### src/rtl/temp_seq_pkg.sv
// Shared types and helpers for the multi-channel temperature sequencer.
// Holds the state encoding, phase lengths and the enabled-channel search.
package temp_seq_pkg;

    typedef enum logic [2:0] {
        S_IDLE,
        S_CLEAR,
        S_WINDOW,
        S_SETTLE,
        S_SAMPLE,
        S_STORE,
        S_DONE,
        S_WAIT
    } state_t;

    localparam int CLEAR_CYCLES  = 2;
    localparam int SETTLE_CYCLES = 2;
    localparam int MAX_CHANNELS  = 32;
    localparam int NO_CHANNEL    = MAX_CHANNELS;

    // Lowest enabled channel index at or above 'from'; NO_CHANNEL when none is left.
    function automatic int next_channel(input logic [MAX_CHANNELS-1:0] mask, input int from);
        int found;
        found = NO_CHANNEL;
        for (int i = MAX_CHANNELS - 1; i >= 0; i--) begin
            if (mask[i] && (i >= from)) found = i;
        end
        return found;
    endfunction

endpackage

### src/rtl/temp_seq_if.sv
// Sensor-side bundle: oscillator power-up, counter clear and frozen counts.
interface temp_seq_if #(
    parameter int CHANNELS = 4,
    parameter int WIDTH    = 8
);
    logic [CHANNELS-1:0]       pwrupOsc;
    logic [CHANNELS-1:0]       resetCount;
    logic [CHANNELS*WIDTH-1:0] count;

    modport master (output pwrupOsc, output resetCount, input count);
    modport slave  (input pwrupOsc, input resetCount, output count);
endinterface

### src/rtl/temp_seq_acc.sv
// Accumulator, shift-average and threshold compare for the active channel.
module temp_seq_acc #(
    parameter int WIDTH        = 8,
    parameter int AVG_LOG2_MAX = 3
) (
    input  logic             clk,
    input  logic             reset,
    input  logic             clear,
    input  logic             add_en,
    input  logic [WIDTH-1:0] sample,
    input  logic [2:0]       shift,
    input  logic [WIDTH-1:0] thr_high,
    input  logic [WIDTH-1:0] thr_low,
    output logic [WIDTH-1:0] avg,
    output logic             above,
    output logic             below
);
    localparam int ACC_W = WIDTH + AVG_LOG2_MAX;

    logic [ACC_W-1:0] acc;

    always_ff @(posedge clk) begin
        if (reset || clear) begin
            acc <= '0;
        end else if (add_en) begin
            acc <= acc + ACC_W'(sample);
        end
    end

    // Shift is clamped upstream, so the quotient always fits in WIDTH bits.
    assign avg   = WIDTH'(acc >> shift);
    assign above = avg > thr_high;
    assign below = avg < thr_low;
endmodule

### src/rtl/temp_seq.sv
// Multi-channel temperature sequencer: per-channel gated conversions, averaging,
// threshold alarms, one-shot or periodic sweeps.
//
//   state    | meaning
//   IDLE     | waiting for start
//   CLEAR    | counter held in clear, oscillator off
//   WINDOW   | oscillator of the active channel running
//   SETTLE   | oscillator stopped, count settling
//   SAMPLE   | count added to accumulator
//   STORE    | averaged result and alarms written
//   DONE     | one-cycle done pulse
//   WAIT     | idle gap between continuous sweeps
module temp_seq
    import temp_seq_pkg::*;
#(
    parameter int WIDTH        = 8,
    parameter int CHANNELS     = 4,
    parameter int AVG_LOG2_MAX = 3,
    parameter int WIN_WIDTH    = 8,
    parameter int PER_WIDTH    = 16
) (
    input  logic                      lfClk,
    input  logic                      reset,
    input  logic                      start,
    input  logic                      continuous,
    input  logic [CHANNELS-1:0]       chEnable,
    input  logic [2:0]                avgLog2,
    input  logic [WIN_WIDTH-1:0]      winCycles,
    input  logic [PER_WIDTH-1:0]      periodCycles,
    input  logic [WIDTH-1:0]          thrHigh,
    input  logic [WIDTH-1:0]          thrLow,
    temp_seq_if.master                sens,
    output logic                      busy,
    output logic                      done,
    output logic [CHANNELS*WIDTH-1:0] result,
    output logic [CHANNELS-1:0]       valid,
    output logic [CHANNELS-1:0]       alarmHigh,
    output logic [CHANNELS-1:0]       alarmLow,
    output logic [CHANNELS-1:0]       overflow
);
    localparam int CH_W   = (CHANNELS > 1) ? $clog2(CHANNELS) : 1;
    localparam int CONV_W = (AVG_LOG2_MAX > 0) ? AVG_LOG2_MAX : 1;

    state_t                  state;
    logic [CH_W-1:0]         ch;
    logic [CHANNELS-1:0]     en_mask;
    logic [CHANNELS-1:0]     ch_onehot;
    logic [2:0]              avg_sh;
    logic [2:0]              avg_in;
    logic [WIN_WIDTH-1:0]    win_len;
    logic [WIN_WIDTH-1:0]    win_in;
    logic [WIN_WIDTH-1:0]    timer;
    logic [CONV_W-1:0]       conv_left;
    logic [CONV_W-1:0]       conv_in;
    logic [CONV_W-1:0]       conv_reload;
    logic [PER_WIDTH-1:0]    wait_cnt;
    logic [MAX_CHANNELS-1:0] req_ext;
    logic [MAX_CHANNELS-1:0] mask_ext;
    int                      first_ch;
    int                      next_ch;
    logic                    sweep_go;
    logic [WIDTH-1:0]        cur_count;
    logic [WIDTH-1:0]        avg_val;
    logic                    above;
    logic                    below;

    always_comb begin
        avg_in      = (int'(avgLog2) > AVG_LOG2_MAX) ? 3'(AVG_LOG2_MAX) : avgLog2;
        win_in      = (winCycles == '0) ? WIN_WIDTH'(1) : winCycles;
        conv_in     = CONV_W'((1 << avg_in) - 1);
        conv_reload = CONV_W'((1 << avg_sh) - 1);
        req_ext     = '0;
        req_ext[CHANNELS-1:0] = chEnable;
        mask_ext    = '0;
        mask_ext[CHANNELS-1:0] = en_mask;
        first_ch    = next_channel(req_ext, 0);
        next_ch     = next_channel(mask_ext, int'(ch) + 1);
        ch_onehot   = CHANNELS'(1) << ch;
        cur_count   = sens.count[int'(ch)*WIDTH +: WIDTH];
        // The last WAIT cycle doubles as the start-sampling cycle of the next sweep.
        sweep_go    = ((state == S_IDLE) && start) ||
                      ((state == S_WAIT) && continuous && (wait_cnt <= PER_WIDTH'(1)));
    end

    temp_seq_acc #(
        .WIDTH        (WIDTH),
        .AVG_LOG2_MAX (AVG_LOG2_MAX)
    ) u_acc (
        .clk      (lfClk),
        .reset    (reset),
        .clear    (state == S_STORE),
        .add_en   (state == S_SAMPLE),
        .sample   (cur_count),
        .shift    (avg_sh),
        .thr_high (thrHigh),
        .thr_low  (thrLow),
        .avg      (avg_val),
        .above    (above),
        .below    (below)
    );

    always_ff @(posedge lfClk) begin
        if (reset) begin
            state           <= S_IDLE;
            ch              <= '0;
            en_mask         <= '0;
            avg_sh          <= '0;
            win_len         <= WIN_WIDTH'(1);
            timer           <= '0;
            conv_left       <= '0;
            wait_cnt        <= '0;
            sens.pwrupOsc   <= '0;
            sens.resetCount <= '1;
            busy            <= 1'b0;
            done            <= 1'b0;
            result          <= '0;
            valid           <= '0;
            alarmHigh       <= '0;
            alarmLow        <= '0;
            overflow        <= '0;
        end else begin
            done <= 1'b0;
            if (sweep_go) begin
                en_mask <= chEnable;
                avg_sh  <= avg_in;
                win_len <= win_in;
                busy    <= 1'b1;
                if (chEnable != '0) begin
                    alarmHigh <= '0;
                    alarmLow  <= '0;
                    overflow  <= '0;
                    ch        <= CH_W'(first_ch);
                    conv_left <= conv_in;
                    timer     <= WIN_WIDTH'(CLEAR_CYCLES - 1);
                    state     <= S_CLEAR;
                end else begin
                    done  <= 1'b1;
                    state <= S_DONE;
                end
            end else begin
                case (state)
                    S_IDLE: begin
                    end
                    S_CLEAR: begin
                        if (timer == '0) begin
                            state           <= S_WINDOW;
                            timer           <= win_len - WIN_WIDTH'(1);
                            sens.pwrupOsc   <= ch_onehot;
                            sens.resetCount <= ~ch_onehot;
                        end else begin
                            timer <= timer - WIN_WIDTH'(1);
                        end
                    end
                    S_WINDOW: begin
                        if (timer == '0) begin
                            state         <= S_SETTLE;
                            timer         <= WIN_WIDTH'(SETTLE_CYCLES - 1);
                            sens.pwrupOsc <= '0;
                        end else begin
                            timer <= timer - WIN_WIDTH'(1);
                        end
                    end
                    S_SETTLE: begin
                        if (timer == '0) begin
                            state           <= S_SAMPLE;
                            sens.resetCount <= '1;
                        end else begin
                            timer <= timer - WIN_WIDTH'(1);
                        end
                    end
                    S_SAMPLE: begin
                        if (cur_count == '1) overflow[ch] <= 1'b1;
                        if (conv_left == '0) begin
                            state <= S_STORE;
                        end else begin
                            conv_left <= conv_left - CONV_W'(1);
                            timer     <= WIN_WIDTH'(CLEAR_CYCLES - 1);
                            state     <= S_CLEAR;
                        end
                    end
                    S_STORE: begin
                        result[int'(ch)*WIDTH +: WIDTH] <= avg_val;
                        valid[ch] <= 1'b1;
                        if (above) alarmHigh[ch] <= 1'b1;
                        if (below) alarmLow[ch]  <= 1'b1;
                        if (next_ch >= CHANNELS) begin
                            done  <= 1'b1;
                            state <= S_DONE;
                        end else begin
                            ch        <= CH_W'(next_ch);
                            conv_left <= conv_reload;
                            timer     <= WIN_WIDTH'(CLEAR_CYCLES - 1);
                            state     <= S_CLEAR;
                        end
                    end
                    S_DONE: begin
                        busy     <= 1'b0;
                        wait_cnt <= periodCycles;
                        state    <= continuous ? S_WAIT : S_IDLE;
                    end
                    S_WAIT: begin
                        if (!continuous) begin
                            state <= S_IDLE;
                        end else begin
                            wait_cnt <= wait_cnt - PER_WIDTH'(1);
                        end
                    end
                    default: state <= S_IDLE;
                endcase
            end
        end
    end
endmodule

### src/flat_wrapper.sv
// flat-port wrapper written by rule: the top's interface ports become plain ports
module temp_seq_flat import temp_seq_pkg::*;
#(
    parameter int WIDTH        = 8,
    parameter int CHANNELS     = 4,
    parameter int AVG_LOG2_MAX = 3,
    parameter int WIN_WIDTH    = 8,
    parameter int PER_WIDTH    = 16
)
  (lfClk, reset, start, continuous, chEnable, avgLog2, winCycles, periodCycles, thrHigh, thrLow, busy, done, result, valid, alarmHigh, alarmLow, overflow, sens_pwrupOsc, sens_resetCount, sens_count);
  temp_seq_if #(.CHANNELS(CHANNELS), .WIDTH(WIDTH)) sens_i ();
  input  logic lfClk;
  input  logic reset;
  input  logic start;
  input  logic continuous;
  input  logic [CHANNELS-1:0] chEnable;
  input  logic [2:0] avgLog2;
  input  logic [WIN_WIDTH-1:0] winCycles;
  input  logic [PER_WIDTH-1:0] periodCycles;
  input  logic [WIDTH-1:0] thrHigh;
  input  logic [WIDTH-1:0] thrLow;
  output logic busy;
  output logic done;
  output logic [CHANNELS*WIDTH-1:0] result;
  output logic [CHANNELS-1:0] valid;
  output logic [CHANNELS-1:0] alarmHigh;
  output logic [CHANNELS-1:0] alarmLow;
  output logic [CHANNELS-1:0] overflow;
  output wire logic [$bits(sens_i.pwrupOsc)-1:0] sens_pwrupOsc;
  output wire logic [$bits(sens_i.resetCount)-1:0] sens_resetCount;
  input wire logic [$bits(sens_i.count)-1:0] sens_count;
  assign sens_pwrupOsc = sens_i.pwrupOsc;
  assign sens_resetCount = sens_i.resetCount;
  assign sens_i.count = sens_count;
  temp_seq #(.WIDTH(WIDTH), .CHANNELS(CHANNELS), .AVG_LOG2_MAX(AVG_LOG2_MAX), .WIN_WIDTH(WIN_WIDTH), .PER_WIDTH(PER_WIDTH)) u_core (.lfClk(lfClk), .reset(reset), .start(start), .continuous(continuous), .chEnable(chEnable), .avgLog2(avgLog2), .winCycles(winCycles), .periodCycles(periodCycles), .thrHigh(thrHigh), .thrLow(thrLow), .sens(sens_i), .busy(busy), .done(done), .result(result), .valid(valid), .alarmHigh(alarmHigh), .alarmLow(alarmLow), .overflow(overflow));
endmodule
### config.mk
export PLATFORM = sky130hd
export DESIGN_NAME = temp_seq_flat
export DESIGN_NICKNAME = d
export VERILOG_FILES = /design/src/rtl/temp_seq_pkg.sv /design/src/rtl/temp_seq_if.sv /design/src/rtl/temp_seq_acc.sv /design/src/rtl/temp_seq.sv /design/src/flat_wrapper.sv
export SDC_FILE = /design/constraint.sdc
export NUM_CORES = 1
export LEC_CHECK = 0
export BUFFER_PORTS_ARGS = -buffer_cell sky130_fd_sc_hd__buf_4
export CORE_ASPECT_RATIO = 1.75
export CORE_MARGIN = 8
export CORE_UTILIZATION = 35
export CTS_CLUSTER_DIAMETER = 200
export DETAILED_ROUTE_END_ITERATION = 8
export GPL_ROUTABILITY_DRIVEN = 0
export PLACE_DENSITY = 0.62
export SYNTH_ARGS = -nofsm -noshare
export SYNTH_HDL_FRONTEND = slang
export SYNTH_SLANG_ARGS = --single-unit
export TNS_END_PERCENT = 100
### constraint.sdc
create_clock -name lfClk -period 5.05 [get_ports lfClk]
set_input_delay 1.515 -clock lfClk [delete_from_list [all_inputs] [get_ports lfClk]]
set_output_delay 1.515 -clock lfClk [all_outputs]
set_load 0.02 [all_outputs]
==> impl_metrics.json, run 1 <==
{
  "via_per_inst": 5.49,
  "areaGrowthSynthToFinish_pct": 27.2,
  "port_buffers": 140,
  "fp.dieW_um": 121,
  "drt-initial-drc-count": 333,
  "nFillCells": 1893,
  "cts_tree": "yes",
  "cts_inserted_buffers": 17,
  "synth_area_leader_cell": "dfxtp_1",
  "finalNonFillerCells": 1197,
  "end_kind": "flop",
  "core_sq_um": 19000,
  "rows": 67,
  "yosysUniqueCellTypes": 70,
  "holdPathStages": 2,
  "hp-start": "u_core.en_mask[2]",
  "syn_area_per_cell_sq_um": 8.25,
  "r2r-end": "u_core.result[26]",
  "ir_worst_vdd_mv": 0.242,
  "hold_viol_final": 0,
  "reg2reg_depth": 5,
  "clock-root-buffer": "clkbuf_16",
  "status": "complete, no violations",
  "grt_overflow": 0,
  "rsz0062_at_grt": "no",
  "grt_pass1_vias": 6413,
  "cts_sinks": 116,
  "layout_setup_ws_ns": 1.68,
  "crit_type": "reg -> reg",
  "p_int_uw": 2400,
  "wl_mm": 21.1,
  "die_area_sq_um": 24200,
  "post-route-drc-count": 0,
  "grt_usage": 0.173,
  "share_comb_of_total_power": 0.378,
  "crit_path_cell_trace": "and3_1 -> nand2_1 -> nor4_1 -> a22oi_1 -> nor2_1",
  "crit_slowest_cell": "nor4_1",
  "slew_headroom": 0.209,
  "syn_inst": 819,
  "synth.cell_area_sq_um": 6760,
  "fin_tns_setup_ns": 0,
  "die_h_um": 200,
  "num_vias": 6577,
  "start_kind": "flop",
  "place_ws_ns": 1.26,
  "clockBufferDepth": 2,
  "synthFlopType": "dfxtp_1",
  "hp-class": "reg -> reg",
  "cpPeakStageDelay_ns": 0.97,
  "seq_power_share": 0.307,
  "seq_area_frac_synth": 0.344,
  "maxSlewViolCount": 0,
  "synth.area.top_cells": "dfxtp_1 (34%), ha_1 (7.4%), nor2_1 (5.9%)",
  "grt_pass1_wl_mm": 33.0,
  "min_period_over_period": 0.667,
  "r2r_slack_ns": 1.68,
  "layout.nets": 1067,
  "p_sw_frac": 0.381,
  "antenna_cells": 0,
  "synth_warnings": 0,
  "cts.clk_slew.worst_paths_ns": 0.05,
  "clk_latency_ns": 0.43,
  "ys_ff_latch": 116,
  "p_per_area_nw_per_um2": 451,
  "p_leak_uw": 0.00352,
  "cts-resized-gates": 0,
  "synth_nets": 943,
  "tightest_slew_ns": 1.18,
  "grt_max_degree": 64,
  "p_switching_uw": 1480,
  "crit-reg2reg-launch": "u_core.state[2]",
  "dp_hpwl_mm": 15.7,
  "synth.top_cell.area_share": 0.344,
  "start_util": 0.355,
  "cts-htree-levels": 4,
  "synth_edf_count": 0,
  "min_period_ns": 3.37,
  "antenna_found_initial": 0,
  "postCtsSetupBuffers": 0,
  "skew_ns": 0.0110,
  "required_ns": 5.40,
  "final_core_util": 0.452,
  "ios": 141,
  "drt-pass1-iter-count": 5,
  "max_freq_mhz": 297,
  "ys_async_sr_fraction": 0,
  "crit_fanout": 25,
  "ant_nets": 0,
  "post-place-cells": 1165,
  "hold_buffers": 0,
  "p_clk_frac": 0.315,
  "drive_gt1_frac": 0.223,
  "whs_endpoint": "u_core.en_mask[2]",
  "wl_per_cell_um": 17.6,
  "cap_violations": 0,
  "setup_violations": 0,
  "cp_data_arrival_time_ns": 3.72
}
-- stage by stage --
step / total power [uW] / instance area (sq um) / hold slack, ns
2_1_floorplan: 2260 / 6760 / 0.428
3_3_place_gp: 2670 / 8000 / 0.448
3_5_place_dp: 2670 / 8000 / 0.452
4_1_cts: 3910 / 8590 / 0.461
5_1_grt: 4140 / 8590 / 0.492
6_report: 3880 / 8590 / 0.455
-- registers in the layout, indices dropped and copies added, names as in the netlist --
name and cells:
u_core.result 32, u_core.wait_cnt 16, u_core.u_acc.acc 11, u_core.timer 8, u_core.win_len 8, u_core.alarmHigh 4
u_core.alarmLow 4, u_core.en_mask 4, u_core.overflow 4, u_core.sens.pwrupOsc 4, u_core.sens.resetCount 4, u_core.valid 4
u_core.avg_sh 3, u_core.conv_left 3, u_core.state 3, u_core.ch 2, u_core.busy 1, u_core.done 1
-- kinds of logic after synthesis --
kind of cell    Yosys count  share of synthesized area
compound gates          238                      0.239
mux                      25                     0.0602
simple gates            294                      0.207
buf+inv                  88                     0.0507
flops                   116                      0.344
xor+xnor                 17                     0.0220
fa+ha+maj                41                     0.0770
-- worst max-delay path by stage --
stage	end	cells past startpoint	start
final	u_core.result[26]	5	u_core.state[2]
after global routing	u_core.result[30]	5	u_core.state[2]
after CTS	u_core.alarmHigh[1]	9	u_core.avg_sh[0]
after detailed placement	u_core.u_acc.acc[8]	11	sens_count[24]
after global placement	u_core.u_acc.acc[10]	11	sens_count[24]
after floorplan	u_core.u_acc.acc[10]	10	sens_count[24]
-- cell usage after synthesis, types with 2 or more instances --
| cell type | number |
|---|---|
| clkbuf_1 | 32 |
| a21o_1 | 3 |
| o21ai_1 | 2 |
| or4_1 | 5 |
| mux2i_1 | 8 |
| a21oi_2 | 2 |
| o22ai_1 | 2 |
| o21bai_1 | 7 |
| mux4_2 | 12 |
| nor4b_2 | 3 |
| xor2_1 | 7 |
| nand3_1 | 13 |
| nand4_1 | 7 |
| o31a_1 | 2 |
| or2_2 | 3 |
| nor2b_1 | 4 |
| or3_1 | 4 |
| buf_2 | 7 |
| dfxtp_1 | 116 |
| and3_1 | 4 |
| buf_1 | 3 |
| o31ai_1 | 4 |
| nand2_1 | 86 |
| nand3b_1 | 3 |
| a22o_1 | 9 |
| inv_1 | 45 |
| nand2b_1 | 5 |
| a22oi_1 | 43 |
| nor2_1 | 106 |
| o221a_2 | 2 |
| a31oi_1 | 3 |
| o32ai_1 | 8 |
| o21a_1 | 4 |
| a21oi_1 | 55 |
| and2_1 | 3 |
| a221oi_1 | 6 |
| nor4_1 | 11 |
| o21ai_0 | 49 |
| xnor2_1 | 10 |
| nor3_1 | 21 |
| a2111oi_0 | 2 |
| mux2_2 | 5 |
| a211oi_1 | 20 |
| ha_1 | 40 |
| nor3b_1 | 8 |
-- area by class of cell --
cell class	count	area (sq um)	area share
Clock buffer	20	437	0.0508
Multi-Input combinational cell	615	4100	0.477
Inverter	45	169	0.0197
Timing Repair Buffer	148	1110	0.129
Tap cell	241	302	0.0351
Clock inverter	12	156	0.0182
Sequential cell	116	2320	0.270
-- worst max-delay path, delay by kind of cell, from the launching register on --
family,cells,cell delay [ns]
AOI/OAI and AO/OA,1,0.15
and+or+nand+nor,4,2.24
DFF,1,0.89
-- cells in the final DEF, fill, tap and decap left out, drive strengths merged, types with 7 or more instances in the layout --
| master | instances |
|---|---|
| nand4 | 7 |
| nand3 | 13 |
| o21ai | 51 |
| nor3b | 8 |
| a22oi | 43 |
| clkbuf | 20 |
| a22o | 9 |
| ha | 40 |
| mux4 | 12 |
| a211oi | 20 |
| dfxtp | 116 |
| nor3 | 22 |
| xor2 | 7 |
| o32ai | 9 |
| mux2i | 8 |
| nor4 | 12 |
| o21bai | 7 |
| nand2 | 86 |
| a21oi | 57 |
| xnor2 | 10 |
| nor2 | 106 |
| buf | 148 |
| inv | 46 |
-- routing by layer --
layer / part of all wire / wire (um) / track usage
met5: 0 / 0 / 0
met4: 0.033 / 698 / 0.0916
met3: 0.044 / 934 / 0.0380
met2: 0.57 / 11900 / 0.332
met1: 0.36 / 7490 / 0.167
-- power groups by stage --
stage | Sequential (uW) | Clock [uW] | Combinational [uW]
finish | 1190 | 1220 | 1470
detailed placement | 1210 | 0 | 1470
CTS | 1190 | 1250 | 1480
global placement | 1210 | 0 | 1460
floorplan | 1130 | 0 | 1140
global route | 1210 | 1290 | 1640
Note: power is estimated with default switching activity, not from simulation.
==> inputs of run 2 (changes only) <==
==> constraint.sdc (replaced) <==
create_clock -name lfClk -period 3.4 [get_ports lfClk]
set_input_delay 1.02 -clock lfClk [delete_from_list [all_inputs] [get_ports lfClk]]
set_output_delay 1.02 -clock lfClk [all_outputs]
set_load 0.02 [all_outputs]
==> run 2 against run 1 <==
  * Combinational power increased by 55%
  * Worst setup slack got worse by 1.4 ns
  * Clock-buffer cell count unchanged
==> impl_metrics.json, run 2 (synthesized netlist as in run 1, its figures left out) <==
{
  "grt_pass1_wl_mm": 33.1,
  "min_period_over_period": 0.916,
  "p_sw_frac": 0.390,
  "seqCellArea_sq_um": 2320,
  "post-route-drc-count": 0,
  "placed_cell_area_sq_um": 8130,
  "dp_hpwl_mm": 16.2,
  "multiInputGateArea_sq_um": 4100,
  "p_switching_uw": 2230,
  "whs_endpoint": "u_core.en_mask[0]",
  "wl_met1_mm": 7.70,
  "cts.clk_slew.worst_paths_ns": 0.06,
  "p_leak_uw": 0.00360,
  "max_freq_mhz": 321,
  "cts_sinks": 116,
  "crit_type": "reg -> reg",
  "areaGrowthSynthToFinish_pct": 28.7,
  "drt-initial-drc-count": 425,
  "share_comb_of_total_power": 0.398,
  "nFillCells": 1925,
  "via_per_inst": 5.42,
  "grt_pass1_vias": 6418,
  "largest_reg_flops": 32,
  "fp.dieW_um": 121,
  "grt_max_degree": 50,
  "holdPathStages": 2,
  "grt_usage": 0.174,
  "core_sq_um": 19000,
  "ios": 141,
  "start_util": 0.355,
  "skew_ns": 0.00849,
  "met3_length_um": 927,
  "layout.nets": 1084,
  "r2r_slack_ns": 0.29,
  "seq_power_share": 0.302,
  "reg2reg_depth": 10,
  "layout.cells.most_common_list": "buf_4 (165), dfxtp_1 (116), nor2_1 (106), nand2_1 (86), a21oi_1 (55)",
  "p_per_area_nw_per_um2": 659,
  "clockBufferDepth": 2,
  "hold_buffers": 0,
  "ir_worst_vdd_mv": 0.470,
  "cts_inserted_buffers": 17,
  "drt-pass1-iter-count": 7,
  "cap_violations": 0,
  "reg_top3": "u_core.result (32), u_core.wait_cnt (16), u_core.u_acc.acc (11)",
  "cp_data_arrival_time_ns": 3.48,
  "cts-resized-gates": 0,
  "antenna_cells": 0,
  "ant_nets": 0,
  "slew_headroom": 0.468,
  "setup_violations": 0,
  "start_kind": "flop",
  "tightest_slew_ns": 0.796,
  "hp-class": "reg -> reg",
  "clk_latency_ns": 0.42,
  "regMostFlops": "u_core.result",
  "hp-start": "u_core.en_mask[0]",
  "r2r-end": "u_core.alarmHigh[0]",
  "maxSlewViolCount": 0,
  "fin_tns_setup_ns": 0,
  "port_buffers": 140,
  "highest_layer": "met4",
  "wl_per_cell_um": 17.5,
  "antenna_found_initial": 0,
  "rsz0062_at_grt": "no",
  "die_h_um": 200,
  "wl_mm": 21.3,
  "clock-root-buffer": "clkbuf_16",
  "p_clk_frac": 0.299,
  "hold_viol_final": 0,
  "crit_fanout": 11,
  "status": "complete, no violations",
  "crit-reg2reg-launch": "u_core.avg_sh[1]",
  "cts_tree": "yes",
  "required_ns": 3.76,
  "end_kind": "flop",
  "min_period_ns": 3.11,
  "num_vias": 6579,
  "fin_area_sq_um": 8700,
  "dr_wl_met2_mm": 11.8,
  "die_area_sq_um": 24200,
  "cts-htree-levels": 4,
  "drive_gt1_frac": 0.237,
  "postCtsSetupBuffers": 0,
  "p_int_uw": 3500,
  "layout_commonest_cell": "buf_4",
  "rows": 67,
  "grt_overflow": 0
}
[run 2: final cells by class]
class / count / share of cell area
Clock inverter: 12 / 0.0141
Clock buffer: 20 / 0.0514
Multi-Input combinational cell: 615 / 0.471
Timing Repair Buffer: 165 / 0.142
Sequential cell: 116 / 0.267
Inverter: 45 / 0.0194
Tap cell: 241 / 0.0347
[run 2: worst max-delay path by stage]
stage / from / endpoint / slack, ns
after floorplan: sens_count[24] / u_core.u_acc.acc[10] / 0.36
after global routing: u_core.avg_sh[1] / u_core.alarmHigh[0] / 0.04
final: u_core.avg_sh[1] / u_core.alarmHigh[0] / 0.29
after global placement: sens_count[24] / u_core.u_acc.acc[8] / 0.12
after detailed placement: sens_count[24] / u_core.u_acc.acc[10] / 0.09
after CTS: u_core.avg_sh[1] / u_core.alarmHigh[1] / 0.31
[run 2: metal layers]
metal | up-vias | GRT usage
met5 | - | 0
met4 | 0 | 0.0967
met3 | 43 | 0.0394
met2 | 151 | 0.335
met1 | 3118 | 0.166
li1 | 3267 | -
[run 2: stage by stage]
stage	setup slack [ns]	total power, uW	std cells	util	hold WS (ns)
after floorplan	0.355	3360	819	-	0.428
after global placement	0.124	4020	1182	0.427	0.438
after detailed placement	0.0911	4040	1182	0.427	0.444
after CTS	0.309	5780	1214	0.457	0.453
after global routing	0.0415	6120	1214	0.457	0.480
final	0.286	5740	1214	0.457	0.447
[run 2: power groups by stage]
stage / clock network (uW) / logic (uW) / registers [uW]
3_3_place_gp: 0 / 2260 / 1760
3_5_place_dp: 0 / 2280 / 1760
5_1_grt: 1810 / 2550 / 1760
2_1_floorplan: 0 / 1690 / 1670
6_report: 1720 / 2280 / 1730
4_1_cts: 1760 / 2290 / 1730
[run 2: worst max-delay path: stages, from the launching register on]
cell      delay [ns]
dfxtp_1         0.61
mux2i_1         0.30
a21oi_1         0.12
a221o_1         0.56
ha_1            0.37
nor2b_1         0.13
o21ai_0         0.08
nand2b_1        0.09
a211oi_1        0.07
nor4_1          0.50
a22o_1          0.22
==> inputs of run 3 (changes only) <==
--- a/config.mk
+++ b/config.mk
@@ -12,7 +12,7 @@
 export CTS_CLUSTER_DIAMETER = 200
 export DETAILED_ROUTE_END_ITERATION = 8
 export GPL_ROUTABILITY_DRIVEN = 0
-export PLACE_DENSITY = 0.62
+export PLACE_DENSITY = 0.57
 export SYNTH_ARGS = -nofsm -noshare
 export SYNTH_HDL_FRONTEND = slang
 export SYNTH_SLANG_ARGS = --single-unit
==> run 3 against run 2 <==
  * Routed wire length is 0.20% lower
  * Non-clock buffer count is 2 higher
  * Clock power is 6% lower
  * Critical path type unchanged
  * Critical endpoint is now u_core.alarmHigh[3]
  * Largest cell class unchanged
  * Largest power group unchanged
  * Highest routed layer unchanged
==> impl_metrics.json, run 3 (synthesized netlist as in run 1, its figures left out) <==
{
  "place_ws_ns": 0.116,
  "maxSlewViolCount": 0,
  "cts-resized-gates": 0,
  "p_clk_frac": 0.288,
  "cp_data_arrival_time_ns": 3.44,
  "seq_power_share": 0.310,
  "grt_pass1_vias": 6497,
  "hp-start": "u_core.en_mask[0]",
  "drt-pass1-iter-count": 4,
  "die_area_sq_um": 24200,
  "min_period_ns": 3.07,
  "min_period_over_period": 0.903,
  "skew_ns": 0.00739,
  "p_per_area_nw_per_um2": 646,
  "hold_viol_final": 0,
  "layout_commonest_cell": "buf_4",
  "slew_headroom": 0.469,
  "port_buffers": 140,
  "p_sw_frac": 0.393,
  "areaGrowthSynthToFinish_pct": 28.6,
  "share_comb_of_total_power": 0.402,
  "wl_per_cell_um": 17.5,
  "clk_latency_ns": 0.43,
  "die_h_um": 200,
  "post-place-cells": 1184,
  "clock-root-buffer": "clkbuf_16",
  "crit-reg2reg-launch": "u_core.avg_sh[0]",
  "cts-htree-levels": 4,
  "tightest_slew_ns": 0.796,
  "cts.clk_slew.worst_paths_ns": 0.06,
  "wl_mm": 21.2,
  "clockBufferDepth": 2,
  "cts_inserted_buffers": 17,
  "fin_tns_setup_ns": 0,
  "postCtsSetupBuffers": 0,
  "hold_buffers": 0,
  "max_freq_mhz": 326,
  "regMostFlops": "u_core.result",
  "layout.cells.most_common_list": "buf_4 (166), dfxtp_1 (116), nor2_1 (106), nand2_1 (86), a21oi_1 (55)",
  "grt_usage": 0.177,
  "layout.nets": 1086,
  "setup_violations": 0,
  "cap_violations": 0,
  "required_ns": 3.77,
  "grt_max_degree": 57,
  "ir_worst_vdd_mv": 0.371,
  "ant_nets": 0,
  "drive_gt1_frac": 0.238,
  "p_int_uw": 3410,
  "via_per_inst": 5.38,
  "num_vias": 6540,
  "grt_pass1_wl_mm": 33.7,
  "rows": 67,
  "dp_hpwl_mm": 16.3,
  "post-route-drc-count": 0,
  "crit_type": "reg -> reg",
  "startpoint": "u_core.avg_sh[0]",
  "start_kind": "flop",
  "start_util": 0.355,
  "cts_sinks": 116,
  "ios": 141,
  "largest_reg_flops": 32,
  "layout_setup_ws_ns": 0.329,
  "antenna_cells": 0,
  "p_leak_uw": 0.00359,
  "p_switching_uw": 2200,
  "fp.dieW_um": 121,
  "reg_top3": "u_core.result (32), u_core.wait_cnt (16), u_core.u_acc.acc (11)",
  "cts_tree": "yes",
  "rsz0062_at_grt": "no",
  "end_kind": "flop",
  "antenna_found_initial": 0,
  "finalNonFillerCells": 1215,
  "status": "complete, no violations",
  "grt_overflow": 0,
  "drt-initial-drc-count": 379,
  "hp-class": "reg -> reg",
  "core_sq_um": 19000,
  "crit_fanout": 18
}
[run 3: path summary, 6_finish.rpt]
check                   endpoint  slack (ns)  depth (start not counted)
min reg2reg    u_core.en_mask[0]        0.45                          2
max          u_core.alarmHigh[3]        0.33                          8
min            u_core.en_mask[0]        0.45                          2
max reg2reg  u_core.alarmHigh[3]        0.33                          8
[run 3: cell type report]
class	instances	area [sq um]
Timing Repair Buffer	167	1270
Clock inverter	11	82.6
Multi-Input combinational cell	615	4100
Tap cell	241	302
Sequential cell	116	2320
Fill cell	1949	10300
Clock buffer	20	447
Inverter	45	169
[run 3: routing by layer]
metal	vias up	track usage	routed length, um
met5	-	0	0
met4	0	0.0777	511
met3	31	0.0414	895
met2	121	0.336	12000
met1	3120	0.179	7860
li1	3268	-	-
[run 3: power by group through the flow]
| stage | Clock (uW) | Combinational (uW) | Sequential (uW) |
|---|---|---|---|
| 6_report | 1620 | 2250 | 1740 |
| 5_1_grt | 1720 | 2510 | 1770 |
| 4_1_cts | 1650 | 2280 | 1740 |
| 3_5_place_dp | 0 | 2270 | 1770 |
| 3_3_place_gp | 0 | 2260 | 1770 |
| 2_1_floorplan | 0 | 1690 | 1670 |
[run 3: per-stage QoR]
step	utilization	instance area, sq um	hold WS, ns	total power (uW)
3_5_place_dp	0.429	8160	0.445	4040
6_report	0.456	8690	0.453	5610
3_3_place_gp	0.429	8160	0.438	4030
2_1_floorplan	-	6760	0.428	3360
4_1_cts	0.456	8690	0.453	5680
5_1_grt	0.456	8690	0.484	6000
[run 3: critical path, cell delays in order, from the launching register on]
cell,delay (ns)
dfxtp_1,0.75
mux4_2,0.61
mux2_2,0.38
inv_1,0.08
ha_1,0.22
nand4_1,0.09
mux2i_1,0.07
nor4_1,0.59
a22o_1,0.22
